### src/rtl/imm_gen.sv
// imm_gen: RV32I immediate generator, registered into the execute stage.
//   clk     in   1   rising-edge clock
//   rst_n   in   1   asynchronous active-low reset, clears o_ImmE
//   i_Instr in  32   instruction word in decode
//   o_ImmE  out 32   sign-extended immediate, valid one cycle after i_Instr
// Optional: define IMM_GEN_SHAMT_EN so SLLI/SRLI/SRAI yield the zero-extended shamt.
module imm_gen (
    input  logic        clk,
    input  logic        rst_n,
    input  logic [31:0] i_Instr,
    output logic [31:0] o_ImmE
);
    localparam logic [6:0] OP_IMM = 7'b0010011;
    localparam logic [6:0] LOAD   = 7'b0000011;
    localparam logic [6:0] JALR   = 7'b1100111;
    localparam logic [6:0] SYSTEM = 7'b1110011;
    localparam logic [6:0] STORE  = 7'b0100011;
    localparam logic [6:0] BRANCH = 7'b1100011;
    localparam logic [6:0] LUI    = 7'b0110111;
    localparam logic [6:0] AUIPC  = 7'b0010111;
    localparam logic [6:0] JAL    = 7'b1101111;

    logic [31:0] i_imm, s_imm, b_imm, u_imm, j_imm, imm;

    assign i_imm = {{20{i_Instr[31]}}, i_Instr[31:20]};
    assign s_imm = {{20{i_Instr[31]}}, i_Instr[31:25], i_Instr[11:7]};
    assign b_imm = {{19{i_Instr[31]}}, i_Instr[31], i_Instr[7], i_Instr[30:25], i_Instr[11:8], 1'b0};
    assign u_imm = {i_Instr[31:12], 12'b0};
    assign j_imm = {{11{i_Instr[31]}}, i_Instr[31], i_Instr[19:12], i_Instr[20], i_Instr[30:21], 1'b0};

    always_comb begin
        imm = '0;
        case (i_Instr[6:0])
`ifdef IMM_GEN_SHAMT_EN
            // funct3 001/101 are the only OP-IMM codes with [13:12] == 01
            OP_IMM:               imm = (i_Instr[13:12] == 2'b01) ? {27'b0, i_Instr[24:20]} : i_imm;
            LOAD, JALR, SYSTEM:   imm = i_imm;
`else
            OP_IMM, LOAD, JALR, SYSTEM: imm = i_imm;
`endif
            STORE:                imm = s_imm;
            BRANCH:               imm = b_imm;
            LUI, AUIPC:           imm = u_imm;
            JAL:                  imm = j_imm;
            default:              imm = '0;
        endcase
    end

    always_ff @(posedge clk or negedge rst_n)
        if (!rst_n) o_ImmE <= '0;
        else        o_ImmE <= imm;
endmodule

### config.mk
export PLATFORM = sky130hd
export DESIGN_NAME = imm_gen
export DESIGN_NICKNAME = d
export VERILOG_FILES = /design/src/rtl/imm_gen.sv
export SDC_FILE = /design/constraint.sdc
export NUM_CORES = 1
export LEC_CHECK = 0
export ABC_AREA = 0
export CAP_MARGIN = 20
export CELL_PAD_IN_SITES_DETAIL_PLACEMENT = 0
export CELL_PAD_IN_SITES_GLOBAL_PLACEMENT = 1
export CORE_ASPECT_RATIO = 0.7
export CORE_MARGIN = 1.5
export CORE_UTILIZATION = 33
export CTS_CLUSTER_DIAMETER = 50
export DETAILED_ROUTE_END_ITERATION = 8
export MAX_ROUTING_LAYER = met4
export PLACE_DENSITY_LB_ADDON = 0.05
export SKIP_LAST_GASP = 1
export SLEW_MARGIN = 15
export SYNTH_ARGS = -nofsm -noshare
export SYNTH_HDL_FRONTEND = slang
export SYNTH_SLANG_ARGS = --single-unit
### constraint.sdc
create_clock -name clk -period 0.81 [get_ports clk]
set_input_delay 0.1215 -clock clk [delete_from_list [all_inputs] [get_ports clk]]
set_output_delay 0.1215 -clock clk [all_outputs]
set_load 0.02 [all_outputs]
# Word level (Yosys, flattened, before mapping)

Index checks and enable logic that the tools add are counted.

Equal/unequal tests: 9
Multiplexer cells: 1
Reductions and logical operators: 2

Operators by type and width:

| operator           | count |
|---|---|
| $pmux 32 s5        | 1 |
| $eq 7x7->1 const B | 4 |
| $eq 7x5->1 const B | 2 |
| $eq 7x6->1 const B | 2 |
| $eq 7x2->1 const B | 1 |
| $reduce_or 4->1    | 1 |
| $reduce_or 2->1    | 1 |

Register bits: 32
Input port bits: 34
Output and inout port bits: 32
Word-level logic and storage cells: 13

# Depth between registers and ports, before layout

Depth after elaboration: 3
Gate-level depth with buffers: 6
Mapped depth without buffers: 4

# Least setup slack after synthesis

OpenSTA, ideal clock, no wires.

Path kind: input-to-reg
Start: input port i_Instr[6]
End: register o_ImmE[20]
Setup time: 0.118 ns
Arrival: 0.970 ns
Required time: 0.692 ns
Setup slack: -0.279 ns
Stages on the path: 6
Buffers on the path: 2
Cell sequence: buf_6 and2_1 a21oi_1 a21oi_2 buf_6 a21o_1

Cells in the longest elaborated chain, start to end: 3
Elaborated cells on any way between the ends: 12
Classes of those cells: eq/ne (9); mux (1); reduce/logical (2)

Ends and longest elaborated chain:

| item                                               | line | source |
|---|---|---|
| start: declaration                                 | 10   | `input logic [31:0] i_Instr,` |
| $eq 7x5->1, or another cell as far along           | 33   | `case (i_Instr[6:0])` |
| $reduce_or 4->1 or $reduce_or 2->1 (tied branches) | 33   |  |
| $pmux 32 s5 (*)                                    | 33   |  |
| named net imm[20]                                  | 23   | `logic [31:0] i_imm, s_imm, b_imm, u_imm, j_imm, imm;` |
| end signal: assignment                             | 51   | `else o_ImmE <= imm;` |
| end: declaration                                   | 11   | `output logic [31:0] o_ImmE` |

Mark *: on every way through the listed nets, which the timed path passes. The rest lies on a longest branch.

# Final worst setup path

Start: input port i_Instr[6]
End: register o_ImmE[15]

The elaborated chain is that of the path after synthesis.

==> flow_results.org <==
** Outcome
- Status :: finished with violations
- The checks that failed: setup timing.

** Detailed routing
- Detail Route Antenna Nets :: 0
- Wires add up to 4070 um.
- In the routed design, unresolved DRC markers number 0.
- The pre-antenna-repair detailed-routing pass consisted of 4 iterations.
- Routed wire per std cell :: 15.3 um
- Violation count after the first detailed-route iteration :: 36
- Across all layers, the routed design uses 1263 vias.
- Vias/cell :: 4.75

** Die
- After floorplanning, the core was divided into 19 placement rows.
- Area inside the core boundary :: 0.00397 sq mm
- For this configuration, the core starts out at a cell density of 34.8%.
- Measured along the y axis, the die boundary spans 57.2 um.
- Chip width :: 80.4 um
- I/O pin cnt :: 66
- Die Footprint :: 0.00459 sq mm

** Yosys
- Number of enable-type register cells in the synthesized netlist :: 0
- Dominant register cell in the synthesized netlist :: sky130_fd_sc_hd__dfrtp_1
- Most frequent cells after synthesis :: sky130_fd_sc_hd__dfrtp_1 (32), sky130_fd_sc_hd__a21o_1 (19), sky130_fd_sc_hd__and2_1 (8)
- The synthesized design spends more area on one cell type than any other, namely sky130_fd_sc_hd__dfrtp_1.
- The number of nets in the synthesized netlist is 144.
- The synthesized netlist contains 32 unique library cells.
- Of the post-synthesis cell area, the dominant cell type holds 57.9%.
- Counting every instance in the synthesized netlist gives 110.
- Most repeated cell in the gate-level netlist after synthesis :: sky130_fd_sc_hd__dfrtp_1
- In the post-synthesis netlist, the biggest area contributors are sky130_fd_sc_hd__dfrtp_1 (58%), sky130_fd_sc_hd__a21o_1 (10%), sky130_fd_sc_hd__buf_6 (4.1%), sky130_fd_sc_hd__and2_1 (3.6%), sky130_fd_sc_hd__a22o_1 (2.5%).
- The average instance in the mapped netlist occupies 12.6 sq um.
- Sequential elements use 57.9% of the synthesized area.
- Syn. warnings :: 0
- Async S/R FF share, synth :: 100%
- Counting flops and latches in the post-synthesis netlist gives 32.
- Syn Std Cell Area :: 0.00138 sq mm

** Place
- Detail Placement HPWL :: 2740 um
- Placement Setup Slack :: -0.867 ns
- After detailed placement, the design holds a cell count of 244.
- During placement, the flow inserted port buffers numbering 65.
- Placer's final routability congestion estimate :: 0.886

** STA
- RSZ-0062 raised after global routing :: yes
- Worst-case headroom to the max-slew limit :: 80.3%
- The final count of hold timing violations came to 0.
- Based on the critical path, the design can be clocked at up to 1.00 GHz.
- Time the final worst path needs with I/O delays and setup :: 0.995 ns
- Number of max-slew violations in the final report :: 0
- Setup violations remaining at the end of the flow were counted as 63.
- Fin crit share :: 123%
- Across all setup checks in the final design, the least slack found is -0.185 ns.
- For the pin with the worst max-slew slack, the measured transition is 0.293 ns.

** Setup path
- Sum of buffers and inverters on the critical path :: 4
- On the worst path, the slowest cell contributes a delay of 0.20 ns.
- At the worst endpoint, the required time is 1.03 ns.
- Crit Path Category :: in2reg
- Data arrives at the worst endpoint at 1.21 ns.
- The signal on the critical path passes through buf_8, buf_8, buf_4, nor3b_4, a31oi_4, nor3b_4, buf_6, a21o_1.
- The largest individual stage delay along the critical path comes from the cell sky130_fd_sc_hd__nor3b_4.
- The critical path runs through a total of 8 cells.
- STA classifies the critical path endpoint as a flip-flop.
- Crit-path max FO :: 8
- The worst setup path is launched from an input port.
- In this design, the largest share of critical-path delay is due to buffers and inverters.

** Layout
- Top reg by flops :: o_ImmE
- Final-stage net count :: 247
- Final design utilization :: 66.8%
- The repair_antennas step left the layout with diodes totalling 0.
- The post-route netlist has 49.5% of its cells at a drive strength greater than 1.
- The register with the most flip-flops in the layout has 32 of them.
- The largest registers in the layout are o_ImmE: 32 flops.
- P&R area growth vs syn :: 91.9%
- The count of cells in the finished layout, fillers not included, comes to 266.

** Clock tree
- The tree built by TritonCTS fans out to 32 sinks.
- In this run the deepest clock path goes through 2 buffers.
- CTS Buf Count :: 5
- TritonCTS built the clock tree.
- Buffer cell driving the clock tree root :: sky130_fd_sc_hd__clkbuf_8
- After clock tree synthesis, the clock-pin slew on the worst setup and hold paths is 0.06 ns.
- Total number of H-tree levels :: 2
- The number of hold buffers added after CTS was 0.

** Min path
- The path class of the tightest hold or removal check is in2async.

** Global routing
- The total overflow left after global routing is 0.
- Via count of the first global-routing pass :: 1334
- The number of antenna violations at the first check in global routing was 0.
- Across every metal layer, demand over resource in global routing totals 20.1%.
- Maximum number of pins on one net before global-route repair :: 33
- First-pass GRT wire length :: 6450 um

** Power
- In this run the power density over the cells is 1450 mW/mm^2.
- Maximum vdd drop :: 1020 uV
- Summed over all cells, the static leakage comes to 1.41 nW.

** Job
- Max-Cap Viols :: 0
final timing paths:
path | start | end | slack [ns]
setup / recovery | i_Instr[6] | o_ImmE[15] | -0.19
max in group asynchronous | rst_n | o_ImmE[31] | 0.44
min in group clk | i_Instr[4] | o_ImmE[31] | 0.28
hold / removal | rst_n | o_ImmE[0] | 0.20
per-stage QoR:
| stage | hold slack (ns) | instance area, sq um | setup TNS [ns] | total power [mW] |
|---|---|---|---|---|
| 4_1_cts | 0.202 | 2610 | -7.55 | 3.84 |
| 6_report | 0.202 | 2650 | -7.94 | 3.84 |
| 2_1_floorplan | -0.174 | 1430 | -5.13 | 1.89 |
| 3_5_place_dp | 0.506 | 2270 | -33.40 | 2.27 |
| 5_1_grt | 0.211 | 2650 | -9.81 | 4.01 |
| 3_3_place_gp | 0.508 | 2270 | -31.71 | 2.26 |
cell families (layout without fill, tap and decap cells):
family                    count (synthesis)  in the layout  share of synthesized area, %
xor gates and xnor gates                  1              1                         0.634
buffers and inverters                     6            109                          4.43
and+or+nand+nor                          33             34                          16.2
DFF                                      32             32                          57.9
AOI/OAI and AO/OA                        37             37                          20.1
muxes                                     1              1                         0.724
routing by layer:
layer / up-vias / share of wire, % / GRT usage [%]
met2: 44 / 46 / 31.6
met3: 4 / 5.6 / 5.76
met1: 609 / 47 / 24.8
met4: 0 / 1.0 / 7.14
met5: - / 0 / -
li1: 606 / - / -
layout make-up:
type,count,area [sq um]
clock inverters,2,35.0
flip-flops and latches,32,801
repair buffers,101,1010
clock buffers,6,72.6
multi-input cells,73,666
fillers,307,1320
well taps,52,65.1
timing repair:
action,4_1_cts,5_1_grt
pin swaps,15,11
resized for setup,244,10
setup buffers,8,6
cloned,2,0
endpoints found under the setup margin,64,64
power breakdown:
part	switching (mW)	leakage, nW	total (mW)	internal, mW
Combinational	0.309	0.907	0.716	0.407
Sequential	0.0159	0.443	1.65	1.63
Clock	0.562	0.0552	1.47	0.912
Total	0.886	1.41	3.84	2.95
placed cells by master, fill, tap and decap left out, types with 4 or more instances in the layout:
master,count
sky130_fd_sc_hd__a21o_1,19
sky130_fd_sc_hd__a21oi_4,5
sky130_fd_sc_hd__a22o_1,4
sky130_fd_sc_hd__and2_1,5
sky130_fd_sc_hd__buf_4,24
sky130_fd_sc_hd__buf_6,42
sky130_fd_sc_hd__clkbuf_8,5
sky130_fd_sc_hd__clkdlybuf4s50_1,25
sky130_fd_sc_hd__dfrtp_1,32
sky130_fd_sc_hd__nand2_1,5
No activity file was read; power rests on OpenSTA's default activity.
